--- src/rtl/ex_mem_flag_stage.sv ---
// EX/MEM pipeline boundary stage for the 64-bit datapath.
//
// This stage does three things:
//   - Registers the ALU result, the store data, the destination register and the
//     memory/writeback control bits into the EX/MEM pipeline register.
//   - Holds the architectural NZCV flag register. Only flag-setting instructions
//     (ADDS/SUBS) update it.
//   - Resolves B, CBZ and B.cond during the EX cycle. It then registers a
//     one-cycle branch-taken pulse and the branch target for the fetch stage.
//
// Ports:
//   clk, reset          clock and synchronous active-high reset
//   stall, flush        hold the whole stage, or load a bubble
//   in_valid            EX instruction valid
//   alu_*               ALU result and flags (N, Z, V, C)
//   set_flags           instruction writes NZCV
//   br_type, cond       00 none, 01 B, 10 CBZ, 11 B.cond; condition code for B.cond
//   br_target           computed branch target
//   store_data, rd      STUR data and destination register index
//   reg_write, mem_read, mem_write   control bits for later stages
//   mem_*               registered EX/MEM entry
//   flags_nzcv          architectural flags {N,Z,C,V}
//   br_taken            registered taken pulse; br_target_q is valid while it is set
module ex_mem_flag_stage #(
  parameter int unsigned DATA_W = 64,
  parameter int unsigned REG_W  = 5
) (
  input  logic              clk,
  input  logic              reset,
  input  logic              stall,
  input  logic              flush,
  input  logic              in_valid,
  input  logic [DATA_W-1:0] alu_result,
  input  logic              alu_negative,
  input  logic              alu_zero,
  input  logic              alu_overflow,
  input  logic              alu_carry_out,
  input  logic              set_flags,
  input  logic [1:0]        br_type,
  input  logic [3:0]        cond,
  input  logic [DATA_W-1:0] br_target,
  input  logic [DATA_W-1:0] store_data,
  input  logic [REG_W-1:0]  rd,
  input  logic              reg_write,
  input  logic              mem_read,
  input  logic              mem_write,
  output logic              mem_valid,
  output logic [DATA_W-1:0] mem_alu_result,
  output logic [DATA_W-1:0] mem_store_data,
  output logic [REG_W-1:0]  mem_rd,
  output logic              mem_reg_write,
  output logic              mem_mem_read,
  output logic              mem_mem_write,
  output logic [3:0]        flags_nzcv,
  output logic              br_taken,
  output logic [DATA_W-1:0] br_target_q
);

  localparam logic [1:0] BrNone = 2'b00;
  localparam logic [1:0] BrUncond = 2'b01;
  localparam logic [1:0] BrCbz = 2'b10;
  localparam logic [1:0] BrCond = 2'b11;

  logic flag_n, flag_z, flag_c, flag_v;
  logic cond_true;
  logic br_hit;

  // B.cond reads the committed flags, which are the value before this edge.
  // An older flag-setter has already written them at its own EX edge, so no
  // bypass path is needed.
  assign flag_n = flags_nzcv[3];
  assign flag_z = flags_nzcv[2];
  assign flag_c = flags_nzcv[1];
  assign flag_v = flags_nzcv[0];

  always_comb begin
    cond_true = 1'b1;
    unique case (cond)
      4'h0: cond_true = flag_z;
      4'h1: cond_true = !flag_z;
      4'h2: cond_true = flag_c;
      4'h3: cond_true = !flag_c;
      4'h4: cond_true = flag_n;
      4'h5: cond_true = !flag_n;
      4'h6: cond_true = flag_v;
      4'h7: cond_true = !flag_v;
      4'h8: cond_true = flag_c && !flag_z;
      4'h9: cond_true = !flag_c || flag_z;
      4'hA: cond_true = (flag_n == flag_v);
      4'hB: cond_true = (flag_n != flag_v);
      4'hC: cond_true = !flag_z && (flag_n == flag_v);
      4'hD: cond_true = flag_z || (flag_n != flag_v);
      default: cond_true = 1'b1;  // AL and NV both mean "always"
    endcase
  end

  // CBZ relies on the ALU passing Rt through, so alu_zero means "Rt == 0".
  always_comb begin
    br_hit = 1'b0;
    unique case (br_type)
      BrNone:   br_hit = 1'b0;
      BrUncond: br_hit = 1'b1;
      BrCbz:    br_hit = alu_zero;
      BrCond:   br_hit = cond_true;
      default:  br_hit = 1'b0;
    endcase
  end

  always_ff @(posedge clk) begin
    if (reset) begin
      mem_valid      <= 1'b0;
      mem_alu_result <= '0;
      mem_store_data <= '0;
      mem_rd         <= '0;
      mem_reg_write  <= 1'b0;
      mem_mem_read   <= 1'b0;
      mem_mem_write  <= 1'b0;
      flags_nzcv     <= 4'b0000;
      br_taken       <= 1'b0;
      br_target_q    <= '0;
    end else if (!stall) begin
      if (flush) begin
        // Bubble: the data fields are don't-care, so they simply hold.
        mem_valid     <= 1'b0;
        mem_reg_write <= 1'b0;
        mem_mem_read  <= 1'b0;
        mem_mem_write <= 1'b0;
        br_taken      <= 1'b0;
      end else begin
        mem_valid      <= in_valid;
        mem_alu_result <= alu_result;
        mem_store_data <= store_data;
        mem_rd         <= rd;
        mem_reg_write  <= in_valid && reg_write;
        mem_mem_read   <= in_valid && mem_read;
        mem_mem_write  <= in_valid && mem_write;
        br_taken       <= in_valid && br_hit;
        br_target_q    <= br_target;
        if (in_valid && set_flags) begin
          flags_nzcv <= {alu_negative, alu_zero, alu_carry_out, alu_overflow};
        end
      end
    end
  end

endmodule

--- config.mk ---
export PLATFORM = sky130hd
export DESIGN_NAME = ex_mem_flag_stage
export DESIGN_NICKNAME = d
export VERILOG_FILES = /design/src/rtl/ex_mem_flag_stage.sv
export SDC_FILE = /design/constraint.sdc
export NUM_CORES = 1
export LEC_CHECK = 0
export CAP_MARGIN = 30
export CORE_AREA = 8 8 160 162
export CTS_BUF_LIST = sky130_fd_sc_hd__clkbuf_16
export DETAILED_ROUTE_END_ITERATION = 6
export DIE_AREA = 0 0 168 170
export PLACE_DENSITY_LB_ADDON = 0.05
export SLEW_MARGIN = 20
export SYNTH_ARGS = -nofsm -noshare
export SYNTH_HDL_FRONTEND = slang
export SYNTH_SLANG_ARGS = --single-unit
--- constraint.sdc ---
create_clock -name clk -period 1.4 [get_ports clk]
set_input_delay 0.28 -clock clk [delete_from_list [all_inputs] [get_ports clk]]
set_output_delay 0.28 -clock clk [all_outputs]
set_load 0.005 [all_outputs]
==> results of run 1 <==
## logic make-up after synthesis
kind of cell	count (synthesis)	share of synthesized area, %
simple gates	423	22.94
mux	9	1.261
xor+xnor	2	0.4319
compound gates	206	14.53
buf+inv	68	3.904
flops	206	56.94
## state kept, by name (all words and copies together) (netlist names)
| signal | count |
|---|---|
| mem_mem_write | 1 |
| mem_alu_result | 64 |
| mem_store_data | 64 |
| br_target_q | 64 |
| mem_reg_write | 1 |
| mem_rd | 5 |
| mem_mem_read | 1 |
| mem_valid | 1 |
| flags_nzcv | 4 |
| br_taken | 1 |
## power groups by stage
stage	Combinational [µW]	Sequential (µW)	Clock (µW)
floorplan	564	6410	0
global placement	2080	6380	0
detailed placement	2080	6390	0
CTS	1940	6260	5720
global route	2070	6290	5950
finish	1890	6260	5530
## path summary, 6_finish.rpt
path | from | endpoint
worst max register to register | flags_nzcv[0]$_SDFFE_PP0P_ | br_taken$_SDFFE_PP0N_
worst min register to register | mem_alu_result[9]$_SDFFE_PP0P_ | mem_alu_result[9]$_SDFFE_PP0P_
worst max-delay path | flags_nzcv[0]$_SDFFE_PP0P_ | br_taken$_SDFFE_PP0N_
worst min-delay path | reset | mem_alu_result[32]$_SDFFE_PP0P_
## per-stage QoR
| stage | cells | setup TNS (ps) | power, µW |
|---|---|---|---|
| 2_1_floorplan | 914 | 0 | 6971 |
| 3_3_place_gp | 1601 | -53760 | 8459 |
| 5_1_grt | 1648 | -91.98 | 14310 |
| 4_1_cts | 1644 | -66.47 | 13910 |
| 3_5_place_dp | 1601 | -56180 | 8473 |
| 6_report | 1648 | -46.83 | 13680 |
## metal layers
layer | vias to the layer above | GRT usage (%)
li1 | 3802 | -
met3 | 46 | 8.735
met5 | - | 0
met2 | 273 | 33.94
met1 | 3378 | 19.85
met4 | 6 | 6.871
## layout make-up
type / instances / area [µm²]
Fill cell: 2272 / 10480
Clock inverter: 17 / 66.31
Tap cell: 290 / 362.8
Antenna cell: 3 / 7.507
Multi-Input combinational cell: 640 / 2848
Clock buffer: 25 / 625.6
Sequential cell: 206 / 4145
Timing Repair Buffer: 467 / 4514
## placed cells by master, fill, tap and decap left out, drive strengths merged, types with 6 or more instances in the layout
master and count:
a21oi 202, buf 57, clkbuf 66, clkdlybuf4s15 84
clkdlybuf4s50 214, clkinv 6, dfxtp 206, dlygate4sd2 71
inv 11, mux2i 8, nand2 401
## critical path, cell delays in order, from the launching register on
cell and delay (ps):
dfxtp_4 350, xnor3_1 330, o211a_1 240, o41ai_2 280, o211ai_1 120
## what timing repair did
item,4_1_cts,5_1_grt
resized for setup,304,122
endpoints found under the setup margin,207,109
buffers inserted,1,1
endpoints found under the hold margin,0,0
==> impl_metrics.ini, run 1 <==
[outcome]
outcome = finished with violations
violations = negative setup slack

[finish]
final_util_pct = 54.53
design_area_um2 = 12570
nets = 1555
layout-drive-gt1-share_pct = 11.07
syn2layout_area_growth_pct = 73.54

[timing]
slew_viol_final = 0
rsz0062_at_grt = true
finalHoldViolCount = 0
worst-slew-pin-transition_ps = 433.5
setup_ws_ps = -46.83
relSlewSlack_pct = 71.10
clock.fmax_mhz = 691.2
finalSetupViolCount = 1
holdWs_ps = 19.85
period_needed_ps = 1447
fin_skew_ps = 3.663
period_share_pct = 103.3

[synthesis]
synth_area_um2 = 7243
synth_cell_types = 27
synth_common_cells = nand2_1 (401), dfxtp_1 (206), a21oi_1 (202), clkbuf_1 (38), buf_2 (16)
synth_nets = 1130
synthCells = 914
synth_edf_count = 0
synth_top_area_share_pct = 56.94
ys_warn_count = 0
synth-seq-cells = 206
async_flop_share_pct = 0
ys_seq_area_share_pct = 56.94
synth_flop_cell = dfxtp_1
netlist.top_cell.by_area = dfxtp_1
synthTopCellsByArea = dfxtp_1 (57%), nand2_1 (21%), a21oi_1 (14%)
synthMostInstantiatedCell = nand2_1
syn_area_per_cell_um2 = 7.925

[pwr]
internal_power_uw = 10430
power_frac_clock_pct = 40.4
peakVddDrop_v = 0.0008118
power_leakage_uw = 0.005221
p_switching_uw = 3247
pwr-share-comb_pct = 13.8
seqPwrFrac_pct = 45.8
switching_share_pct = 23.74
power_density_nw_per_um2 = 1088

[floorplanning]
io_pins = 422
dieWidth_um = 168
core_um2 = 23050
die_h_um = 170
die-area_um2 = 28560
rows = 56
initial_utilization_pct = 31.42

[clock_network]
cts_tree = yes
htree_levels = 1
clk_latency_ps = 500
cts_made_buffers = 24
cts-root-buf = clkbuf_16
ctsHoldBuffers = 0
numClockSinks = 206
path_clk_slew_ps = 60
cts_max_path_buffers = 3

[grt]
overflow = 0
grt.total_usage_pct = 19.20
grt_pass1_vias = 7354
grt_max_degree = 73
grt_pass1_wl_mm = 43.28
antenna_found_initial = 6

[drt]
drt_iter0_markers = 385
wl_met1_mm = 10.47
viasPerCell = 4.554
route.met3.wl_mm = 3.163
highest_layer = met5
dr.pass1.iters = 4
via_count = 7505
post_drt_wl_per_cell_um = 17.53
wl_mm = 28.88
drc = 0
dr_wl_met2_mm = 14.45
final_antenna_net_count = 0

[placed_design]
gp_congestion = 0.7795
io_buffers = 421
dpl_cell_area_um2 = 12150
dp_slack_ps = -552.1
dp_hpwl_mm = 22.16

[worst_setup_path]
required_ps = 1770
cp-end-kind = flop
critPathKind = reg2reg
worst-path-max-fanout = 2
cp.arrival_ps = 1820
rr_worst_depth = 4
r2r_slack_ps = -50
cp-start-kind = flop

[hold_path]
hold_class = in2reg
hold_depth = 2

[flow_run]
maxCapViolations = 0
Power figures use the tool's default switching activity.
==> run 2: changes to the inputs <==
Settings changed: CORE_AREA 8 8 160 162 to 8 8 156 158, DIE_AREA 0 0 168 170 to 0 0 164 166.
Clock period 1.4 ns to 1.5 ns, I/O delays scaled along.
==> impl_metrics.ini, run 2 (same netlist as run 1, synthesis figures left out) <==
[outcome]
outcome = complete, no violations

[placed_design]
dpl_cell_area_um2 = 12070
dp_hpwl_mm = 21.16
io_buffers = 421
gp_congestion = 0.7506
dp_slack_ps = -449.8

[timing]
setup_tns_ps = 0
setup_ws_ps = 38.99
finalSetupViolCount = 0
period_needed_ps = 1461
slew_viol_final = 0
worst-slew-pin-transition_ps = 319.2
rsz0062_at_grt = true
clock.fmax_mhz = 684.5
finalHoldViolCount = 0
period_share_pct = 97.40
fin_skew_ps = 0.6089
relSlewSlack_pct = 78.72

[worst_setup_path]
crit_slowest_cell = xnor3_1
critPathKind = reg2reg
worst-path-max-fanout = 2
crit_family = compound AO/OA/AOI/OAI gates
cp-end-kind = flop
cp.arrival_ps = 1840
r2r_slack_ps = 40
path_cells = xnor3_1 -> o211a_1 -> o41ai_2 -> o211ai_1
max_stage_delay_ps = 380
required_ps = 1880
crit_buf_inv = 0
cp-start-kind = flop

[hold_path]
hold_class = in2reg

[drt]
final_antenna_net_count = 0
dr.pass1.iters = 4
drc = 0
drt_iter0_markers = 331
highest_layer = met4
route.met3.wl_mm = 3.309
viasPerCell = 4.559
wl_mm = 28.20
via_count = 7458
dr_wl_met2_mm = 13.68
wl_met1_mm = 10.70
post_drt_wl_per_cell_um = 17.24

[clock_network]
cts-root-buf = clkbuf_16
numClockSinks = 206
htree_levels = 1
clk_latency_ps = 500
cts_tree = yes
path_clk_slew_ps = 60
cts_max_path_buffers = 3
cts_made_buffers = 24

[floorplanning]
io_pins = 422
core_um2 = 22090
die-area_um2 = 27220
die_h_um = 166
rows = 55
initial_utilization_pct = 32.79
dieWidth_um = 164

[finish]
regArea_um2 = 4131
nets = 1550
design_area_um2 = 12540
multi_input_area_um2 = 2839
reg_top3 = br_target_q: 64 flops, mem_alu_result: 64 flops, mem_store_data: 64 flops
final_util_pct = 56.75
final_cell_mix = nand2_1 (401), clkdlybuf4s50_1 (214), a21oi_1 (202), dfxtp_1 (202), dlygate4sd2_1 (200)
layout-drive-gt1-share_pct = 6.301
syn2layout_area_growth_pct = 73.07
layout_commonest_cell = nand2_1
n_fill_cell = 2147

[flow_run]
maxCapViolations = 0

[pwr]
power_density_nw_per_um2 = 1031
peakVddDrop_v = 0.0007913
power_leakage_uw = 0.005567

[grt]
overflow = 0
grt_pass1_wl_mm = 42.86
grt_max_degree = 60
grt.total_usage_pct = 19.83
antenna_found_initial = 2
grt_pass1_vias = 7239
[run 2: changes by cell type in the layout (fill, tap and decap cells not counted), sizes merged, moves of 3 or more]
cell and delta:
clkbuf -41, inv -6, buf -12, clkinv +3, clkdlybuf4s15 -81, dlygate4sd2 +129
[run 2: path summary, 6_finish.rpt]
| kind | cells past startpoint | to | startpoint |
|---|---|---|---|
| worst max register to register | 4 | br_taken$_SDFFE_PP0N_ | flags_nzcv[3]$_SDFFE_PP0P_ |
| worst min register to register | 2 | br_target_q[22]$_SDFFE_PP0P_ | br_target_q[22]$_SDFFE_PP0P_ |
| worst max-delay path | 4 | br_taken$_SDFFE_PP0N_ | flags_nzcv[3]$_SDFFE_PP0P_ |
| worst min-delay path | 2 | mem_alu_result[39]$_SDFFE_PP0P_ | reset |
[run 2: per-layer routing]
layer	up-vias	GRT usage, %
met5	-	0
met4	0	5.813
met3	29	8.651
met2	290	33.59
met1	3355	22.02
li1	3784	-
[run 2: cell type report]
cell class	count	area share (%)
multi-input combinational	640	22.65
antenna	2	0.03992
tap	285	2.845
clock buffer	25	4.991
timing repair buffer	462	35.76
sequential	206	32.96
clock inverter	16	0.7586
[run 2: timing repair]
item                       CTS  global route
hold endpoints to repair     0             0
pin swaps                    1             0
gates resized for setup    219             3
hold buffers                 0             0
buffers inserted             0             0
setup endpoints to repair  207             4
[run 2: through the flow]
stage,cells,hold WS (ps),power [µW]
after global routing,1636,162.2,13520
after global placement,1593,440.0,7856
after CTS,1634,135.5,13150
final,1636,154.9,12930
after floorplan,914,436.0,6501
after detailed placement,1593,445.5,7873
[run 2: report_power, final]
part,internal (µW),switching [µW]
Combinational,1010,712
Clock,3150,2220
Sequential,5720,108
[run 2: worst reg2reg max path, cell delays in order, from the launching register on]
cell,delay [ps]
dfxtp_2,330
xnor3_1,380
o211a_1,220
o41ai_2,280
o211ai_1,120
==> run 3: changes to the inputs <==
Settings changed: CORE_AREA 8 8 156 158 to 2 2 164 166, CTS_CLUSTER_DIAMETER from default to 150, DIE_AREA 0 0 164 166 to 0 0 166 168.
==> impl_metrics.ini, run 3 (same netlist as run 1, synthesis figures left out) <==
[flow_run]
maxCapViolations = 0

[outcome]
outcome = complete, no violations

[timing]
finalHoldViolCount = 0
setup_tns_ps = 0
worst-slew-pin-transition_ps = 350.8
slew_viol_final = 0
clock.fmax_mhz = 687.8
holdWs_ps = 79.65
fin_skew_ps = 3.217
finalSetupViolCount = 0
period_needed_ps = 1454
relSlewSlack_pct = 76.61
setup_ws_ps = 46.05
period_share_pct = 96.93
rsz0062_at_grt = true

[pwr]
peakVddDrop_v = 0.0007082
pwr-share-comb_pct = 13.6
seqPwrFrac_pct = 45.4
switching_share_pct = 24.23
power_frac_clock_pct = 41.1
p_switching_uw = 3116
power_leakage_uw = 0.005590
power_density_nw_per_um2 = 1016
internal_power_uw = 9744

[clock_network]
path_clk_slew_ps = 60
cts-root-buf = clkbuf_16
cts_tree = yes
numClockSinks = 206
htree_levels = 1
clk_latency_ps = 510
cts_made_buffers = 25
cts_max_path_buffers = 3
ctsHoldBuffers = 0

[worst_setup_path]
worst-path-max-fanout = 2
cp.arrival_ps = 1840
critPathKind = reg2reg
r2r_slack_ps = 50
required_ps = 1880
cp-end-kind = flop
cp-start-kind = flop

[drt]
post_drt_wl_per_cell_um = 15.63
wl_mm = 26.47
final_antenna_net_count = 0
via_count = 7433
dr.pass1.iters = 5
viasPerCell = 4.388
drc = 0
drt_iter0_markers = 293

[finish]
layout_commonest_cell = nand2_1
syn2layout_area_growth_pct = 74.74
nets = 1553
instances_no_fill = 1694
design_area_um2 = 12660
layout-drive-gt1-share_pct = 6.509
reg_top3 = br_target_q: 64 flops, mem_alu_result: 64 flops, mem_store_data: 64 flops
final_cell_mix = nand2_1 (401), clkdlybuf4s50_1 (214), a21oi_1 (202)

[floorplanning]
rows = 60
io_pins = 422
initial_utilization_pct = 27.49
core_um2 = 26350
die_h_um = 168
die-area_um2 = 27890
dieWidth_um = 166

[placed_design]
dp_slack_ps = -453.4
dp_cells = 1651
io_buffers = 421
gp_congestion = 0.7650
dpl_cell_area_um2 = 12220
dp_hpwl_mm = 19.21

[grt]
met3_usage_pct = 7.428
busiest_layer = met2
grt_max_degree = 75
antenna_found_initial = 1
grt_use_met2_pct = 31.12
grt_pass1_wl_mm = 40.85
overflow = 0
grt_pass1_vias = 7240
grt.total_usage_pct = 18.19
grt_util_met1_pct = 20.88

[hold_path]
hold_class = in2reg
==> run 3: final cells by class <==
cell class	instances	area (µm²)
Clock buffer	25	625.6
Multi-Input combinational cell	640	2839
Sequential cell	206	4134
Fill cell	2669	13690
Antenna cell	1	2.502
Timing Repair Buffer	464	4557
Clock inverter	17	72.57
Tap cell	341	426.7
==> run 3: metal layers <==
layer | wire length [µm] | vias up
met5 | 0 | -
met4 | 705 | 0
met3 | 2623 | 45
met2 | 12520 | 277
met1 | 10620 | 3318
li1 | - | 3793
==> run 3: power groups by stage <==
stage | Combinational (µW) | Sequential, µW | Clock, µW
2_1_floorplan | 520 | 5980 | 0
3_5_place_dp | 1930 | 5960 | 0
4_1_cts | 1780 | 5830 | 5460
6_report | 1740 | 5830 | 5280
5_1_grt | 1910 | 5860 | 5730
3_3_place_gp | 1930 | 5950 | 0
==> run 3: what timing repair did <==
item / 4_1_cts / 5_1_grt
buffers inserted: 0 / 0
endpoints found under the hold margin: 0 / 0
setup endpoints to repair: 207 / 4
gates resized for setup: 224 / 4
pin swaps: 1 / 0
==> run 3: final timing paths <==
check,from,to,depth (start not counted)
max,flags_nzcv[3]$_SDFFE_PP0P_,br_taken$_SDFFE_PP0N_,4
min,reset,mem_alu_result[14]$_SDFFE_PP0P_,2
max reg2reg,flags_nzcv[3]$_SDFFE_PP0P_,br_taken$_SDFFE_PP0N_,4
min reg2reg,br_target_q[34]$_SDFFE_PP0P_,br_target_q[34]$_SDFFE_PP0P_,2
==> run 3: through the flow <==
stage	total power, µW	utilization (%)
floorplan	6501	-
global placement	7883	46.36
detailed placement	7894	46.36
CTS	13070	48.03
global route	13510	48.03
finish	12860	48.03
==> run 3: critical path: stages, from the launching register on <==
cell and delay [ps]:
dfxtp_2 330, xnor3_1 380, o211a_1 220, o41ai_2 280, o211ai_1 120
